### config.mk
export PLATFORM = sky130hd
export DESIGN_NAME = clint_timer_flat
export DESIGN_NICKNAME = d
export VERILOG_FILES = /design/src/rtl/clint_timer_if.sv /design/src/rtl/clint_timer.sv /design/src/flat_wrapper.sv
export SDC_FILE = /design/constraint.sdc
export NUM_CORES = 1
export LEC_CHECK = 0
export BUFFER_PORTS_ARGS = -buffer_cell sky130_fd_sc_hd__buf_2
export CORE_ASPECT_RATIO = 1.1
export CORE_MARGIN = 2
export CORE_UTILIZATION = 25
export DETAILED_ROUTE_END_ITERATION = 12
export PLACE_DENSITY = 0.47
export SLEW_MARGIN = 0
export SYNTH_ARGS = -nofsm -noshare
export SYNTH_HDL_FRONTEND = slang
export SYNTH_SLANG_ARGS = --single-unit
export TNS_END_PERCENT = 30
### constraint.sdc
create_clock -name i_clk -period 3.15 [get_ports i_clk]
set_input_delay 0.315 -clock i_clk [delete_from_list [all_inputs] [get_ports i_clk]]
set_output_delay 0.315 -clock i_clk [all_outputs]
set_load 0.1 [all_outputs]
### src/rtl/clint_timer_if.sv
// clint_timer_if: LSU data-port bus between the load/store unit and the CLINT.
interface clint_timer_if #(parameter int CPU_WIDTH = 32);
  logic ren;
  logic wen;
  logic hit;
  logic rvalid;
  logic [CPU_WIDTH-1:0] addr;
  logic [CPU_WIDTH-1:0] wdata;
  logic [CPU_WIDTH-1:0] rdata;
  logic [3:0] wmask;
  modport master (output ren, wen, addr, wdata, wmask, input rdata, rvalid, hit);
  modport slave (input ren, wen, addr, wdata, wmask, output rdata, rvalid, hit);
endinterface

### src/rtl/clint_timer.sv
// clint_timer: machine-level CLINT with mtime, mtimecmp and msip, driving mip.MTIP/MSIP.
module clint_timer #(
  parameter int CPU_WIDTH = 32,
  parameter logic [CPU_WIDTH-1:0] BASE_ADDR = 32'h0200_0000,
  parameter int PRESCALE = 1
) (
  input  logic i_clk,
  input  logic i_rst,
  clint_timer_if.slave bus,
  output logic o_mtip,
  output logic o_msip
);
  localparam int W = CPU_WIDTH;
  localparam int PW = PRESCALE > 1 ? $clog2(PRESCALE) : 1;
  logic [PW-1:0] pre_q, pre_d;
  logic [2*W-1:0] mtime_q, mtime_d, cmp_q, cmp_d;
  logic [W-1:0] rdata_q, rdata_d, rsel;
  logic msip_q, msip_d, mtip_q, mtip_d, rvalid_q, rvalid_d;
  logic [15:0] off;
  logic wr, tick;
  function automatic logic [W-1:0] merge(input logic [W-1:0] old, input logic [W-1:0] wd, input logic [3:0] m);
    merge = old;
    for (int i = 0; i < 4; i++)
      if (m[i]) merge[8*i +: 8] = wd[8*i +: 8];
  endfunction
  assign bus.hit = bus.addr[W-1:16] == BASE_ADDR[W-1:16];
  always_comb begin
    off = bus.addr[15:0];
    wr = bus.wen && bus.hit;
    tick = pre_q == PW'(PRESCALE - 1);
    pre_d = tick ? '0 : pre_q + 1'b1;
    // a write to either mtime half replaces that cycle's increment
    mtime_d = wr && off == 16'hBFF8 ? {mtime_q[2*W-1:W], merge(mtime_q[W-1:0], bus.wdata, bus.wmask)}
            : wr && off == 16'hBFFC ? {merge(mtime_q[2*W-1:W], bus.wdata, bus.wmask), mtime_q[W-1:0]}
            : tick ? mtime_q + 1'b1 : mtime_q;
    cmp_d = wr && off == 16'h4000 ? {cmp_q[2*W-1:W], merge(cmp_q[W-1:0], bus.wdata, bus.wmask)}
          : wr && off == 16'h4004 ? {merge(cmp_q[2*W-1:W], bus.wdata, bus.wmask), cmp_q[W-1:0]}
          : cmp_q;
    msip_d = wr && off == 16'h0000 && bus.wmask[0] ? bus.wdata[0] : msip_q;
    rsel = !bus.hit ? '0
         : off == 16'h0000 ? {{(W-1){1'b0}}, msip_q}
         : off == 16'h4000 ? cmp_q[W-1:0]
         : off == 16'h4004 ? cmp_q[2*W-1:W]
         : off == 16'hBFF8 ? mtime_q[W-1:0]
         : off == 16'hBFFC ? mtime_q[2*W-1:W]
         : '0;
    rdata_d = bus.ren ? rsel : rdata_q;
    rvalid_d = bus.ren;
    mtip_d = mtime_q >= cmp_q;
  end
  always_ff @(posedge i_clk) begin
    if (i_rst) begin
      pre_q <= '0;
      mtime_q <= '0;
      cmp_q <= '1;
      msip_q <= 1'b0;
      mtip_q <= 1'b0;
      rvalid_q <= 1'b0;
      rdata_q <= '0;
    end else begin
      pre_q <= pre_d;
      mtime_q <= mtime_d;
      cmp_q <= cmp_d;
      msip_q <= msip_d;
      mtip_q <= mtip_d;
      rvalid_q <= rvalid_d;
      rdata_q <= rdata_d;
    end
  end
  assign bus.rdata = rdata_q;
  assign bus.rvalid = rvalid_q;
  assign o_mtip = mtip_q;
  assign o_msip = msip_q;
endmodule

### src/flat_wrapper.sv
// flat-port wrapper written by rule: the top's interface ports become plain ports
module clint_timer_flat 
#(
  parameter int CPU_WIDTH = 32,
  parameter logic [CPU_WIDTH-1:0] BASE_ADDR = 32'h0200_0000,
  parameter int PRESCALE = 1
)
  (i_clk, i_rst, o_mtip, o_msip, bus_ren, bus_wen, bus_addr, bus_wdata, bus_wmask, bus_rdata, bus_rvalid, bus_hit);
  clint_timer_if #(.CPU_WIDTH(CPU_WIDTH)) bus_i ();
  input  logic i_clk;
  input  logic i_rst;
  output logic o_mtip;
  output logic o_msip;
  input wire logic [$bits(bus_i.ren)-1:0] bus_ren;
  input wire logic [$bits(bus_i.wen)-1:0] bus_wen;
  input wire logic [$bits(bus_i.addr)-1:0] bus_addr;
  input wire logic [$bits(bus_i.wdata)-1:0] bus_wdata;
  input wire logic [$bits(bus_i.wmask)-1:0] bus_wmask;
  output wire logic [$bits(bus_i.rdata)-1:0] bus_rdata;
  output wire logic [$bits(bus_i.rvalid)-1:0] bus_rvalid;
  output wire logic [$bits(bus_i.hit)-1:0] bus_hit;
  assign bus_i.ren = bus_ren;
  assign bus_i.wen = bus_wen;
  assign bus_i.addr = bus_addr;
  assign bus_i.wdata = bus_wdata;
  assign bus_i.wmask = bus_wmask;
  assign bus_rdata = bus_i.rdata;
  assign bus_rvalid = bus_i.rvalid;
  assign bus_hit = bus_i.hit;
  clint_timer #(.CPU_WIDTH(CPU_WIDTH), .BASE_ADDR(BASE_ADDR), .PRESCALE(PRESCALE)) u_core (.i_clk(i_clk), .i_rst(i_rst), .bus(bus_i), .o_mtip(o_mtip), .o_msip(o_msip));
endmodule
==> impl_metrics.toml <==
[finish]
drive_gt1_share_pct = 17.04
num-fill-cells = 4617
fin_area_um2 = 12500
layout_common_cells = "a21oi_1, dfxtp_1, nand2_1, buf_2, inv_1"
area_growth_pct = 16.24
fin_nets = 1545

[clocking]
cts_buffer_depth = 2
ctsHtreeMaxLevel = 4
cts_tree = "yes"
cts_hold_buf = 0
post_cts_buffers = 0
cts_buffers = 17
root_buffer = "clkbuf_16"
path_clk_slew_ns = 0.07
cts_resized = 0
cts_num_sinks = 164
clk_latency_ns = 0.45

[route]
post_drt_wl_per_cell_um = 20.36
detail_route.wirelength_um = 40480
vias = 10410
drt_iter0_markers = 691
drcViolationCount = 0
via_per_inst = 5.236
ant_nets = 0
drtPass1Iterations = 5

[sta]
tightest_slew_ns = 0.7168
final_max_slew_viol_count = 0
fin_crit_sh_pct = 83.26
finalHoldViolations = 0
fin_skew_ns = 0.01100
maxSlewHeadroom_pct = 51.99
rsz0062_at_grt = "no"
min_period_ns = 2.623
max_freq_mhz = 381.3
setup_tns_ns = 0
setup_viol = 0

[logic_synthesis]
synthDistinctLibCells = 82
synth_edf_count = 0
ys_ff_latch = 164
synth_area_um2 = 10750
yosysSeqAreaShare_pct = 30.53
synth_top_area_share_pct = 30.53
synth_top_area_cell = "dfxtp_1"
ys_warn_count = 0
syn_inst = 1321
syn-num-nets = 1458
synth-main-ff-cell = "dfxtp_1"
synthArstFlopShare_pct = 0
syn_area_per_cell_um2 = 8.141
netlist_top_cells_area = "dfxtp_1, a21oi_1, ha_1"

[worst_setup_path]
endpoint_kind = "register"
start_kind = "register"
crit_type = "register to register"
worst_ep_required_time_ns = 3.45
arrival_ns = 2.92
cp_max_fo = 8

[run]
max-cap-violations = 0

[status]
outcome = "completed"

[global_route]
grt_pass1_wl_um = 61800
antenna_found_initial = 1
grt_usage_pct = 17.83
grt_max_degree = 55
grt_pass1_vias = 10118
overflow = 0

[floorplanning]
die_w_um = 201.8
fp.dieH_um = 221.5
rows = 79
core_um2 = 42400
start_util_pct = 25.36
dieArea_um2 = 44690
io_pins = 108

[placed_design]
dp_hpwl_um = 29550
dpl_cell_area_um2 = 11910
globalplace.congestion = 0.8481
io_buffers = 107

[power]
power-per-cell-area_nw_per_um2 = 360.5
power.leakage_nw = 5.720
max-vdd-ir-drop_mv = 0.3544

[worst_hold_path]
min_path_type = "input pin to register"
## critical path: stages (launching register included)
cell and delay [ns]:
dfxtp_1 0.49, and4_1 0.48, nand4_4 0.21, nor4_2 0.67, nand3_1 0.25, o31ai_1 0.27
a211oi_1 0.11
## sequential cells by signal, indices dropped and copies added (netlist names)
signal             flops
u_core.cmp_q          64
u_core.mtime_q        64
u_core.bus.rdata      32
u_core.bus.rvalid      1
u_core.o_msip          1
u_core.o_mtip          1
u_core.pre_q           1
## cells in the mapped netlist (32+ instances only)
library cell / number
mux2i_1: 66
nand2b_1: 37
a21oi_1: 164
o221ai_1: 32
nor2_1: 37
o21ai_0: 71
dfxtp_1: 164
inv_1: 76
clkbuf_1: 41
a22o_1: 34
ha_1: 65
nand2_1: 156
## layer usage
layer / vias to the layer above / part of all wire [%] / wire (µm) / track usage, %
li1: 5073 / - / - / -
met1: 5035 / 47 / 18930 / 23.64
met2: 251 / 47 / 18910 / 29.44
met3: 51 / 3.9 / 1590 / 2.881
met4: 0 / 2.6 / 1055 / 5.835
met5: - / 0 / 0 / 0
## where the power goes
group,leakage [nW],internal [mW],total [mW],switching [mW]
sequential,1.32,2.08,2.08,0.00483
clock,0.284,1.24,2.18,0.937
combinational,4.11,0.0671,0.245,0.178
## area by class of cell
type | instances | area, µm² | share of cell area, %
Antenna cell | 1 | 2.502 | 0.02002
Multi-Input combinational cell | 989 | 6673 | 53.38
Tap cell | 567 | 709.4 | 5.675
Inverter | 76 | 285.3 | 2.282
Clock buffer | 22 | 484.2 | 3.873
Clock inverter | 9 | 102.6 | 0.8207
Timing Repair Buffer | 160 | 960.9 | 7.687
Sequential cell | 164 | 3283 | 26.26
## through the flow
stage / utilization (%) / setup slack, ns / hold slack [ns] / std cells / power, mW
detailed placement: 28.09 / 0.4729 / 0.4565 / 1956 / 2.375
global route: 29.48 / 0.4345 / 0.1594 / 1988 / 4.634
global placement: 28.09 / 0.5025 / 0.4560 / 1956 / 2.374
floorplan: - / 0.8175 / 0.4401 / 1321 / 2.237
finish: 29.48 / 0.5273 / 0.1596 / 1988 / 4.507
CTS: 29.47 / 0.5918 / 0.1500 / 1987 / 4.556
## logic make-up (layout without fill, tap and decap cells)
group                      after synthesis  count (layout)  synth area share (%)
adders and majority gates               65              65                 7.563
buffers and inverters                  168             267                 7.458
other                                    1               2               0.03487
muxes                                   66              66                 6.143
DFF                                    164             164                 30.53
and+or+nand+nor                        417             417                 21.56
AOI/OAI and AO/OA                      438             438                 26.55
xor gates and xnor gates                 2               2                0.1629
## path summary, 6_finish.rpt
| check | depth (start not counted) | startpoint | slack [ns] | to |
|---|---|---|---|---|
| max | 6 | u_core.mtime_q[25] | 0.53 | u_core.mtime_q[60] |
| min | 2 | i_rst | 0.16 | u_core.bus.rdata[12] |
| max reg2reg | 6 | u_core.mtime_q[25] | 0.53 | u_core.mtime_q[60] |
| min reg2reg | 2 | u_core.bus.rdata[7] | 0.47 | u_core.bus.rdata[7] |
(Power assumes the default switching activity.)
